<file path="config.mk">
export PLATFORM = sky130hd
export DESIGN_NAME = floating_point_add_sub_comp
export DESIGN_NICKNAME = d
export VERILOG_FILES = /design/src/rtl/fpu_pkg.sv /design/src/rtl/fpu_lzc.sv /design/src/rtl/floating_point_add_sub_comp.sv
export SDC_FILE = /design/constraint.sdc
export NUM_CORES = 1
export LEC_CHECK = 0
export ABC_AREA = 0
export BUFFER_PORTS_ARGS = -buffer_cell sky130_fd_sc_hd__buf_4
export CORE_UTILIZATION = 35
export DETAILED_ROUTE_END_ITERATION = 10
export PLACE_DENSITY = 0.53
export SLEW_MARGIN = 10
export SYNTH_ARGS = -nofsm -noshare
export SYNTH_HDL_FRONTEND = slang
export SYNTH_HIERARCHICAL = 1
export SYNTH_SLANG_ARGS = --single-unit
export TNS_END_PERCENT = 5
</file>
<file path="constraint.sdc">
create_clock -name vclk -period 43
set_input_delay 6.45 -clock vclk [all_inputs]
set_output_delay 6.45 -clock vclk [all_outputs]
set_load 0.05 [all_outputs]
</file>
<file path="src/rtl/fpu_pkg.sv">
// rtl/fpu_pkg.sv - binary32 field layout and special encodings shared by the add/sub/compare unit
package fpu_pkg;

  typedef struct packed {
    logic        sign;
    logic [7:0]  exp;
    logic [22:0] frac;
  } fp32_t;

  localparam logic [31:0] FP32_QNAN = 32'h7FC00000;
  localparam logic [31:0] FP32_PINF = 32'h7F800000;
  localparam logic [31:0] FP32_NINF = 32'hFF800000;
  localparam int          EXP_BIAS  = 127;

endpackage

</file>
<file path="src/rtl/fpu_lzc.sv">
// rtl/fpu_lzc.sv - 28-bit leading-zero counter (28 when the input is all zeros)
module fpu_lzc (
  input  logic [27:0] data_i,
  output logic [4:0]  count_o
);

  // Ascending scan: the highest set bit is the last one written.
  always_comb begin
    count_o = 5'd28;
    for (int i = 0; i < 28; i++) begin
      if (data_i[i]) count_o = 5'(27 - i);
    end
  end

endmodule

</file>
<file path="src/rtl/floating_point_add_sub_comp.sv">
// rtl/floating_point_add_sub_comp.sv - binary32 add/sub (FTZ, RNE) with magnitude compare
// Optional output register stage enabled by FPU_ADDSUB_OUT_REG_EN.
module floating_point_add_sub_comp
  import fpu_pkg::*;
(
  input  logic        clock,
  input  logic        reset,
  input  logic [31:0] io_a,
  input  logic [31:0] io_b,
  input  logic        io_sub,
  input  logic        io_comp,
  output logic [31:0] io_y,
  output logic        io_a_hi_b,
  output logic        io_a_equal_b
);

  fp32_t a, b;
  assign a = io_a;
  assign b = io_b;

  logic a_zero, b_zero, a_inf, b_inf, a_nan, b_nan;
  assign a_zero = (a.exp == 8'h00);
  assign b_zero = (b.exp == 8'h00);
  assign a_inf  = (a.exp == 8'hFF) && (a.frac == 23'h0);
  assign b_inf  = (b.exp == 8'hFF) && (b.frac == 23'h0);
  assign a_nan  = (a.exp == 8'hFF) && (a.frac != 23'h0);
  assign b_nan  = (b.exp == 8'hFF) && (b.frac != 23'h0);

  // Compare mode always evaluates A - B on the sum path.
  logic sign_b;
  assign sign_b = b.sign ^ (io_sub | io_comp);

  logic [30:0] mag_a, mag_b;
  logic        a_ge_b;
  assign mag_a  = a_zero ? 31'h0 : io_a[30:0];
  assign mag_b  = b_zero ? 31'h0 : io_b[30:0];
  assign a_ge_b = (mag_a >= mag_b);

  logic [23:0] man_a, man_b, man_l, man_s;
  logic [7:0]  exp_l, exp_s, exp_diff;
  logic        sign_l, eff_sub;
  assign man_a    = a_zero ? 24'h0 : {1'b1, a.frac};
  assign man_b    = b_zero ? 24'h0 : {1'b1, b.frac};
  assign man_l    = a_ge_b ? man_a : man_b;
  assign man_s    = a_ge_b ? man_b : man_a;
  assign exp_l    = a_ge_b ? a.exp : b.exp;
  assign exp_s    = a_ge_b ? b.exp : a.exp;
  assign sign_l   = a_ge_b ? a.sign : sign_b;
  assign eff_sub  = a.sign ^ sign_b;
  assign exp_diff = exp_l - exp_s;

  // Aligned operands carry {mantissa, guard, round, sticky}.
  logic [49:0] shifted;
  logic [26:0] al_l, al_s;
  assign shifted = {man_s, 26'h0} >> exp_diff;
  assign al_l    = {man_l, 3'b000};
  assign al_s    = (exp_diff >= 8'd26) ? {26'h0, |man_s} : {shifted[49:24], |shifted[23:0]};

  logic [27:0] sum;
  assign sum = eff_sub ? ({1'b0, al_l} - {1'b0, al_s}) : ({1'b0, al_l} + {1'b0, al_s});

  logic [4:0] lz;
  fpu_lzc u_lzc (
    .data_i  (sum),
    .count_o (lz)
  );

  // lz == 0 is the carry-out case; one formula covers right and left renormalization.
  logic [26:0]       norm;
  logic signed [9:0] exp_n;
  assign norm  = sum[27] ? {sum[27:2], |sum[1:0]} : (sum[26:0] << (lz - 5'd1));
  assign exp_n = $signed({2'b00, exp_l}) + 10'sd1 - $signed({5'b00000, lz});

  logic              round_up;
  logic [24:0]       man_rnd;
  logic signed [9:0] exp_r;
  logic [22:0]       frac_r;
  assign round_up = norm[2] & (norm[1] | norm[0] | norm[3]);
  assign man_rnd  = {1'b0, norm[26:3]} + {24'h0, round_up};
  assign exp_r    = exp_n + $signed({9'h0, man_rnd[24]});
  assign frac_r   = man_rnd[24] ? man_rnd[23:1] : man_rnd[22:0];

  logic [31:0] y_d;
  always_comb begin
    y_d = {sign_l, exp_r[7:0], frac_r};
    if (a_nan || b_nan || (a_inf && b_inf && eff_sub)) y_d = FP32_QNAN;
    else if (a_inf)                                    y_d = a.sign ? FP32_NINF : FP32_PINF;
    else if (b_inf)                                    y_d = sign_b ? FP32_NINF : FP32_PINF;
    else if (sum == 28'h0)                             y_d = {a.sign & sign_b, 31'h0};
    else if (exp_r >= 10'sd255)                        y_d = sign_l ? FP32_NINF : FP32_PINF;
    else if (exp_r <= 10'sd0)                          y_d = {sign_l, 31'h0};
  end

  // Zeros compare as unsigned zero so that +0 == -0.
  logic cmp_sa, cmp_sb, eq_raw, gt_raw, hi_d, eq_d;
  assign cmp_sa = a.sign & ~a_zero;
  assign cmp_sb = b.sign & ~b_zero;
  assign eq_raw = (io_a == io_b) || (a_zero && b_zero);
  assign gt_raw = (cmp_sa != cmp_sb) ? cmp_sb : (cmp_sa ? (mag_a < mag_b) : (mag_a > mag_b));
  assign eq_d   = io_comp & ~a_nan & ~b_nan & eq_raw;
  assign hi_d   = io_comp & ~a_nan & ~b_nan & ~eq_raw & gt_raw;

`ifdef FPU_ADDSUB_OUT_REG_EN
  logic [31:0] y_q;
  logic        hi_q, eq_q;
  always_ff @(posedge clock) begin
    if (reset) begin
      y_q  <= 32'h0;
      hi_q <= 1'b0;
      eq_q <= 1'b0;
    end else begin
      y_q  <= y_d;
      hi_q <= hi_d;
      eq_q <= eq_d;
    end
  end
  assign io_y         = y_q;
  assign io_a_hi_b    = hi_q;
  assign io_a_equal_b = eq_q;
`else
  logic unused_clk_rst;
  assign unused_clk_rst = clock ^ reset;
  assign io_y           = y_d;
  assign io_a_hi_b      = hi_d;
  assign io_a_equal_b   = eq_d;
`endif

endmodule

</file>
-- After elaboration in Yosys (flattened, before gate mapping)
Index checks and enable logic that the tools add are counted.
- bits in writable memories: 0
- memory bits (read-only): 0
- output and inout port bits: 34
- memories kept: 0
- logic and storage cells: 111
- register bits: 0
- latch bits: 0
- $add $sub $neg: 8
- bitwise logic cells: 19
- muxes and demuxes: 52
- divide/modulo/power cells: 0
- order comparisons: 6
- multipliers: 0
- shifts and indexed selects: 2
- reductions and logical operators: 20
- equality and inequality tests: 4
- operator list (operator ; count):
    32-bit 2-to-1 mux ; 8
    24-bit 2-to-1 mux ; 4
    31-bit 2-to-1 mux ; 3
    5-bit 2-to-1 mux ; 16
    27-bit 2-to-1 mux ; 2
    50-bit by 8-bit >> shifter with 50-bit output ; 1
    24-bit OR reduction ; 2
    23-bit zero test ; 2
    23-bit nonzero test ; 2
    32-bit == test ; 1
    4-bit 2-to-1 mux ; 8
    31-bit greater-or-equal comparator ; 1
    31-bit > comparator ; 1
    31-bit < comparator ; 1
    27-bit by 27-bit adder with 28-bit output ; 1
    28-bit zero test ; 1
    28-bit 2-to-1 mux ; 1
    27-bit by 27-bit subtractor with 28-bit output ; 1
    27-bit by 5-bit << shifter with 27-bit output ; 1
    24-bit by 1-bit adder with 25-bit output ; 1
    23-bit 2-to-1 mux ; 1
    8-bit == test, second input constant ; 2
    8-bit zero test ; 2
    8-bit 2-to-1 mux ; 2
    18 further kinds ; 46

-- Logic depth before layout (Yosys ltp)
- word-level depth: 53
- mapped depth: 93
- mapped depth without buffers: 79

-- By module
Netlist, hierarchy kept.
- modules (own cells, without submodules) (module ; cells an instance ; area each (sq um) ; times used):
    floating_point_add_sub_comp ; 2168 ; 13326.5 ; 1
    fpu_lzc ; 60 ; 336.6 ; 1

-- Worst setup path before layout
OpenSTA, ideal clock, no wires.
- path type: in2out
- start point: input port io_b[23]
- end point: output port io_y[12]
- buffers on the path: 13
- data arrival time: 23266 ps
- slack: 13284 ps
- cell stages on the path: 87
- required time: 36550 ps
- path through: clkbuf_1 > nor4_1 > nand2_1 > clkbuf_1 > clkbuf_1 > nand2_1 > ha_1 > a211oi_2 > nor2_1 > o31a_1 > o41a_1 > nor2_4 > buf_2 > clkbuf_1 > a21oi_1 > ha_1 > or2_2 > a21oi_1 > [51 not listed] > nand3_1 > inv_1 > fa_1 > ha_1 > fa_1 > a21oi_1 > nor2_1 > nor2_1 > o21bai_1 > a21oi_1 > xnor2_1 > nor4_1 > a21oi_1 > nor4b_1 > nor3b_1 > clkbuf_1 > o21ai_0 > a21oi_1
- elaborated cells between the ends (all ways): 73
- those cells by class: 8 x add/sub; 4 x order compare; 1 x eq/ne; 2 x shift; 44 x mux; 3 x bitwise; 11 x reduce/logical
- RTL lines (element ; line ; source):
    start: declaration ; floating_point_add_sub_comp.sv:9 ; input logic [31:0] io_b,
    8-bit zero test ; floating_point_add_sub_comp.sv:23 ; assign b_zero = (b.exp == 8'h00);
    31-bit 2-to-1 mux ; floating_point_add_sub_comp.sv:36 ; assign mag_b = b_zero ? 31'h0 : io_b[30:0];
    31-bit greater-or-equal comparator ; floating_point_add_sub_comp.sv:37 ; assign a_ge_b = (mag_a >= mag_b);
    8-bit 2-to-1 mux (on tied branches) ; floating_point_add_sub_comp.sv:46, floating_point_add_sub_comp.sv:47 ;
    8-bit subtractor ; floating_point_add_sub_comp.sv:50 ; assign exp_diff = exp_l - exp_s;
    50-bit by 8-bit >> shifter with 50-bit output ; floating_point_add_sub_comp.sv:55 ; assign shifted = {man_s, 26'h0} >> exp_diff;
    24-bit OR reduction ; floating_point_add_sub_comp.sv:57 ; assign al_s = (exp_diff >= 8'd26) ? {26'h0, |man_s} : {shifted[49:24], |shifted[23:0]};
    27-bit 2-to-1 mux ; floating_point_add_sub_comp.sv:57 ;
    [2 not listed] ; - ;
    via sum[25] ; floating_point_add_sub_comp.sv:59 ; logic [27:0] sum;
    [3 not listed] ; - ;
    via lz[0] ; floating_point_add_sub_comp.sv:62 ; logic [4:0] lz;
    [7 not listed] ; - ;
    10-bit by 2-bit adder with 10-bit output ; floating_point_add_sub_comp.sv:80 ; assign exp_r = exp_n + $signed({9'h0, man_rnd[24]});
    10-bit by 1-bit <= comparator with 1-bit output ; floating_point_add_sub_comp.sv:91 ; else if (exp_r <= 10'sd0) y_d = {sign_l, 31'h0};
    31-bit 2-to-1 mux ; floating_point_add_sub_comp.sv:91 ;
    32-bit 2-to-1 mux * ; floating_point_add_sub_comp.sv:90 ; else if (exp_r >= 10'sd255) y_d = sign_l ? FP32_NINF : FP32_PINF;
    32-bit 2-to-1 mux * ; floating_point_add_sub_comp.sv:89 ; else if (sum == 28'h0) y_d = {a.sign & sign_b, 31'h0};
    32-bit 2-to-1 mux * ; floating_point_add_sub_comp.sv:88 ; else if (b_inf) y_d = sign_b ? FP32_NINF : FP32_PINF;
    32-bit 2-to-1 mux * ; floating_point_add_sub_comp.sv:87 ; else if (a_inf) y_d = a.sign ? FP32_NINF : FP32_PINF;
    32-bit 2-to-1 mux * ; floating_point_add_sub_comp.sv:86 ; if (a_nan || b_nan || (a_inf && b_inf && eff_sub)) y_d = FP32_QNAN;
    end: declaration ; floating_point_add_sub_comp.sv:12 ; output logic [31:0] io_y,
The timed path passes the listed nets; every way through them passes the cells marked *.

-- Worst setup path in the final report
- start point: input port io_a[23]
- end point: output port io_y[14]
- elaborated cells between the ends (all ways): 73
- those cells by class: 8 x add/sub; 4 x order compare; 1 x eq/ne; 2 x shift; 44 x mux; 3 x bitwise; 11 x reduce/logical
- RTL lines (element ; line ; source):
    start: declaration ; floating_point_add_sub_comp.sv:8 ; input logic [31:0] io_a,
    8-bit zero test ; floating_point_add_sub_comp.sv:22 ; assign a_zero = (a.exp == 8'h00);
    31-bit 2-to-1 mux ; floating_point_add_sub_comp.sv:35 ; assign mag_a = a_zero ? 31'h0 : io_a[30:0];
    31-bit greater-or-equal comparator ; floating_point_add_sub_comp.sv:37 ;
    8-bit 2-to-1 mux (on tied branches) ; floating_point_add_sub_comp.sv:46, floating_point_add_sub_comp.sv:47 ;
    8-bit subtractor ; floating_point_add_sub_comp.sv:50 ;
    50-bit by 8-bit >> shifter with 50-bit output ; floating_point_add_sub_comp.sv:55 ;
    24-bit OR reduction ; floating_point_add_sub_comp.sv:57 ;
    27-bit 2-to-1 mux ; floating_point_add_sub_comp.sv:57 ;
    [2 not listed] ; - ;
    via sum[24] ; floating_point_add_sub_comp.sv:59 ;
    [4 not listed] ; - ;
    via lz[0] ; floating_point_add_sub_comp.sv:62 ;
    [7 not listed] ; - ;
    10-bit by 2-bit adder with 10-bit output ; floating_point_add_sub_comp.sv:80 ;
    10-bit by 1-bit <= comparator with 1-bit output ; floating_point_add_sub_comp.sv:91 ;
    31-bit 2-to-1 mux ; floating_point_add_sub_comp.sv:91 ;
    32-bit 2-to-1 mux * ; floating_point_add_sub_comp.sv:90 ;
    32-bit 2-to-1 mux * ; floating_point_add_sub_comp.sv:89 ;
    32-bit 2-to-1 mux * ; floating_point_add_sub_comp.sv:88 ;
    32-bit 2-to-1 mux * ; floating_point_add_sub_comp.sv:87 ;
    32-bit 2-to-1 mux * ; floating_point_add_sub_comp.sv:86 ;
Marked as above.

==> impl_metrics.py <==
metrics = {
    "floorplanning": {
        "fp-row-count": 72,
        "core_area_um2": 38600,
        "pin_count": 102,
        "die_height_um": 200,
        "start_util_pct": 35.4,
        "die-area_um2": 39800,
        "die_width_um": 200,
    },
    "placed_design": {
        "port_buffers": 100,
        "final_weighted_congestion_in_routability_driven_placement": 0.986,
        "dpl_worst_slack_ns": 9.48,
        "place.detailed.hpwl_um": 53600,
        "placement.cell_area_um2": 14800,
    },
    "critical_path": {
        "setup.worst_path.end_class": "output pin",
        "cp_slowest_cell": "sky130_fd_sc_hd__a221oi_1",
        "critPathRequiredTime_ns": 36.55,
        "cp_data_arrival_time_ns": 27.71,
        "cpPeakStageDelay_ns": 0.98,
        "path_class": "input pin to output pin",
        "critical_path.most_common_cell": "sky130_fd_sc_hd__a21oi_1",
        "critical_path.max_fanout": 48,
        "critical_path.startpoint": "io_a[23]",
        "critPathLaunchType": "input pin",
    },
    "yosys": {
        "post_synth_inst_count": 2228,
        "yosys.cell_count.top_type": "sky130_fd_sc_hd__nand2_1",
        "yosys_warnings": 6,
        "synth_area_um2": 13700,
        "syn-mean-instance-area_um2": 6.13,
        "synthesis.nets": 2396,
        "netlist-cell-type-count": 102,
        "commonest_cells_in_the_synthesized_netlist": "289 x sky130_fd_sc_hd__nand2_1, 215 x sky130_fd_sc_hd__a21oi_1, 207 x sky130_fd_sc_hd__nor2_1",
        "yosys.area.top_type_share_pct": 8.88,
        "synthDominantAreaCellType": "sky130_fd_sc_hd__ha_1",
        "seq_area_frac_synth_pct": 0,
        "synthTopCellsByArea": "sky130_fd_sc_hd__ha_1 8.9%, sky130_fd_sc_hd__nand2_1 7.9%, sky130_fd_sc_hd__a21oi_1 7.9%",
    },
    "global_route": {
        "grt.overflow.total": 0,
        "grt_pass1_wl_um": 100000,
        "first_global_vias": 16243,
        "number_of_antenna_violations_at_the_first_check_in_global_routing": 0,
        "maximum_number_of_pins_on_one_net_before_global_route_repair": 90,
        "grt.total_usage_pct": 32.5,
    },
    "final_layout": {
        "finish.net_count": 2390,
        "area_taken_by_flip_flops_and_latches_um2": 0,
        "multi_input_area_um2": 12700,
        "fillers": 4362,
        "antenna_cells": 0,
        "numSequentialCells": 0,
        "area_delta_synth_final_pct": 8.50,
        "finalInstanceArea_um2": 14800,
        "layout_cells_sized_above_1_pct": 9.73,
        "final.clkbuf_count": 0,
        "fin_util_pct": 38.4,
    },
    "route": {
        "drt-vias-per-instance": 6.56,
        "number_of_remaining_drc_errors": 0,
        "drt_first_pass_iters": 6,
        "route.detailed.wl_per_inst_um": 24.3,
        "vias": 17961,
        "dr.first_iter.drc_count": 2150,
        "antenna_left": 0,
        "drt_wl_total_um": 66400,
    },
    "power": {
        "power_density_nw_per_um2": 62.8,
        "irDropWorstVdd_uv": 55.7,
        "power.static_leakage_nw": 6.10,
    },
    "sta": {
        "max_clock_freq_ghz": 0.0293,
        "period_needed_ns": 34.16,
        "unrepaired_setup_endpoints_after_global_routing": "no",
        "final.setup.worst_slack_ns": 8.84,
        "timing.final.max_slew_violations": 0,
        "holdWs_ns": 13.30,
        "slew_headroom_pct": 23.5,
        "setup-violations-final": 0,
        "tightest_slew_ns": 1.15,
        "tns_ns": 0,
        "finalHoldViolCount": 0,
        "timing.final.crit_share_pct": 79.4,
    },
    "clock_network": {
        "postCtsSetupBuffers": 0,
        "cts-hold-fix-buffers": 0,
        "cts.repair.resized": 0,
    },
    "hold_path": {
        "worst_hold_path_type": "input pin to output pin",
        "holdCritStartpoint": "io_comp",
    },
    "flow_run": {
        "max-cap-violations": 0,
    },
    "run_status": {
        "run_status": "finished clean",
    },
}
worst paths after layout:
check	to	slack (ns)	depth (start not counted)
worst max-delay path	io_y[14]	8.84	77
worst min-delay path	io_a_equal_b	13.30	4
stage by stage:
step	total power, mW	cells
2_1_floorplan	0.623	2228
3_5_place_dp	0.899	2738
4_1_cts	0.903	2738
6_report	0.931	2738
5_1_grt	0.989	2738
3_3_place_gp	0.899	2738
per-layer routing:
layer	share of wire [%]	global-route usage, %	routed length [um]
met1	45	46.3	29800
met2	44	51.3	29000
met3	8.5	3.81	5630
met4	3.0	8.03	1960
met5	0	0	0
layout make-up:
class	instances	area share (%)
Inverter	110	2.79
Multi-Input combinational cell	1970	85.8
Tap cell	518	4.37
Timing Repair Buffer	140	7.09
worst max-delay path: cells and delay by family:
kind	cells	cell delay [ns]
buffers and inverters	14	3.50
AO/OA/AOI/OAI	32	8.52
adder cells (fa/ha/maj)	7	2.32
XOR/XNOR	1	0.20
AND/OR/NAND/NOR	23	6.55
placed cells by master (no fill, tap or decap), drive strengths merged, types with 12 or more instances in the layout:
master and n:
o21a 16, a31oi 24, o211ai 33, a21o 31, mux2 13, nor2 208
nand4 53, nor3 84, xnor2 50, nand3 78, a22oi 14, o21ai 153
ha 97, o31a 12, o2111ai 15, or3 25, and2 42, nor4 57
buf 140, inv 109, a211oi 30, o31ai 22, xor2 33, and3 40
a21boi 12, a21oi 215, nand2b 24, mux2i 57, or2 12, nand2 293
power by group:
part           total [mW]  leakage, nW  internal, mW  switching (mW)
registers               0            0             0               0
logic               0.931         6.10         0.287           0.644
clock network           0            0             0               0
total               0.931         6.10         0.287           0.644
cells by family (layout without fill, tap and decap cells):
group | Yosys count | in the layout | share of synthesized area [%]
fa+ha+maj | 106 | 106 | 9.76
buf+inv | 258 | 250 | 7.53
mux | 74 | 74 | 5.96
xor+xnor | 83 | 83 | 5.32
compound gates | 743 | 743 | 36.5
simple gates | 964 | 964 | 34.9
No activity file was read; power rests on OpenSTA's default activity.
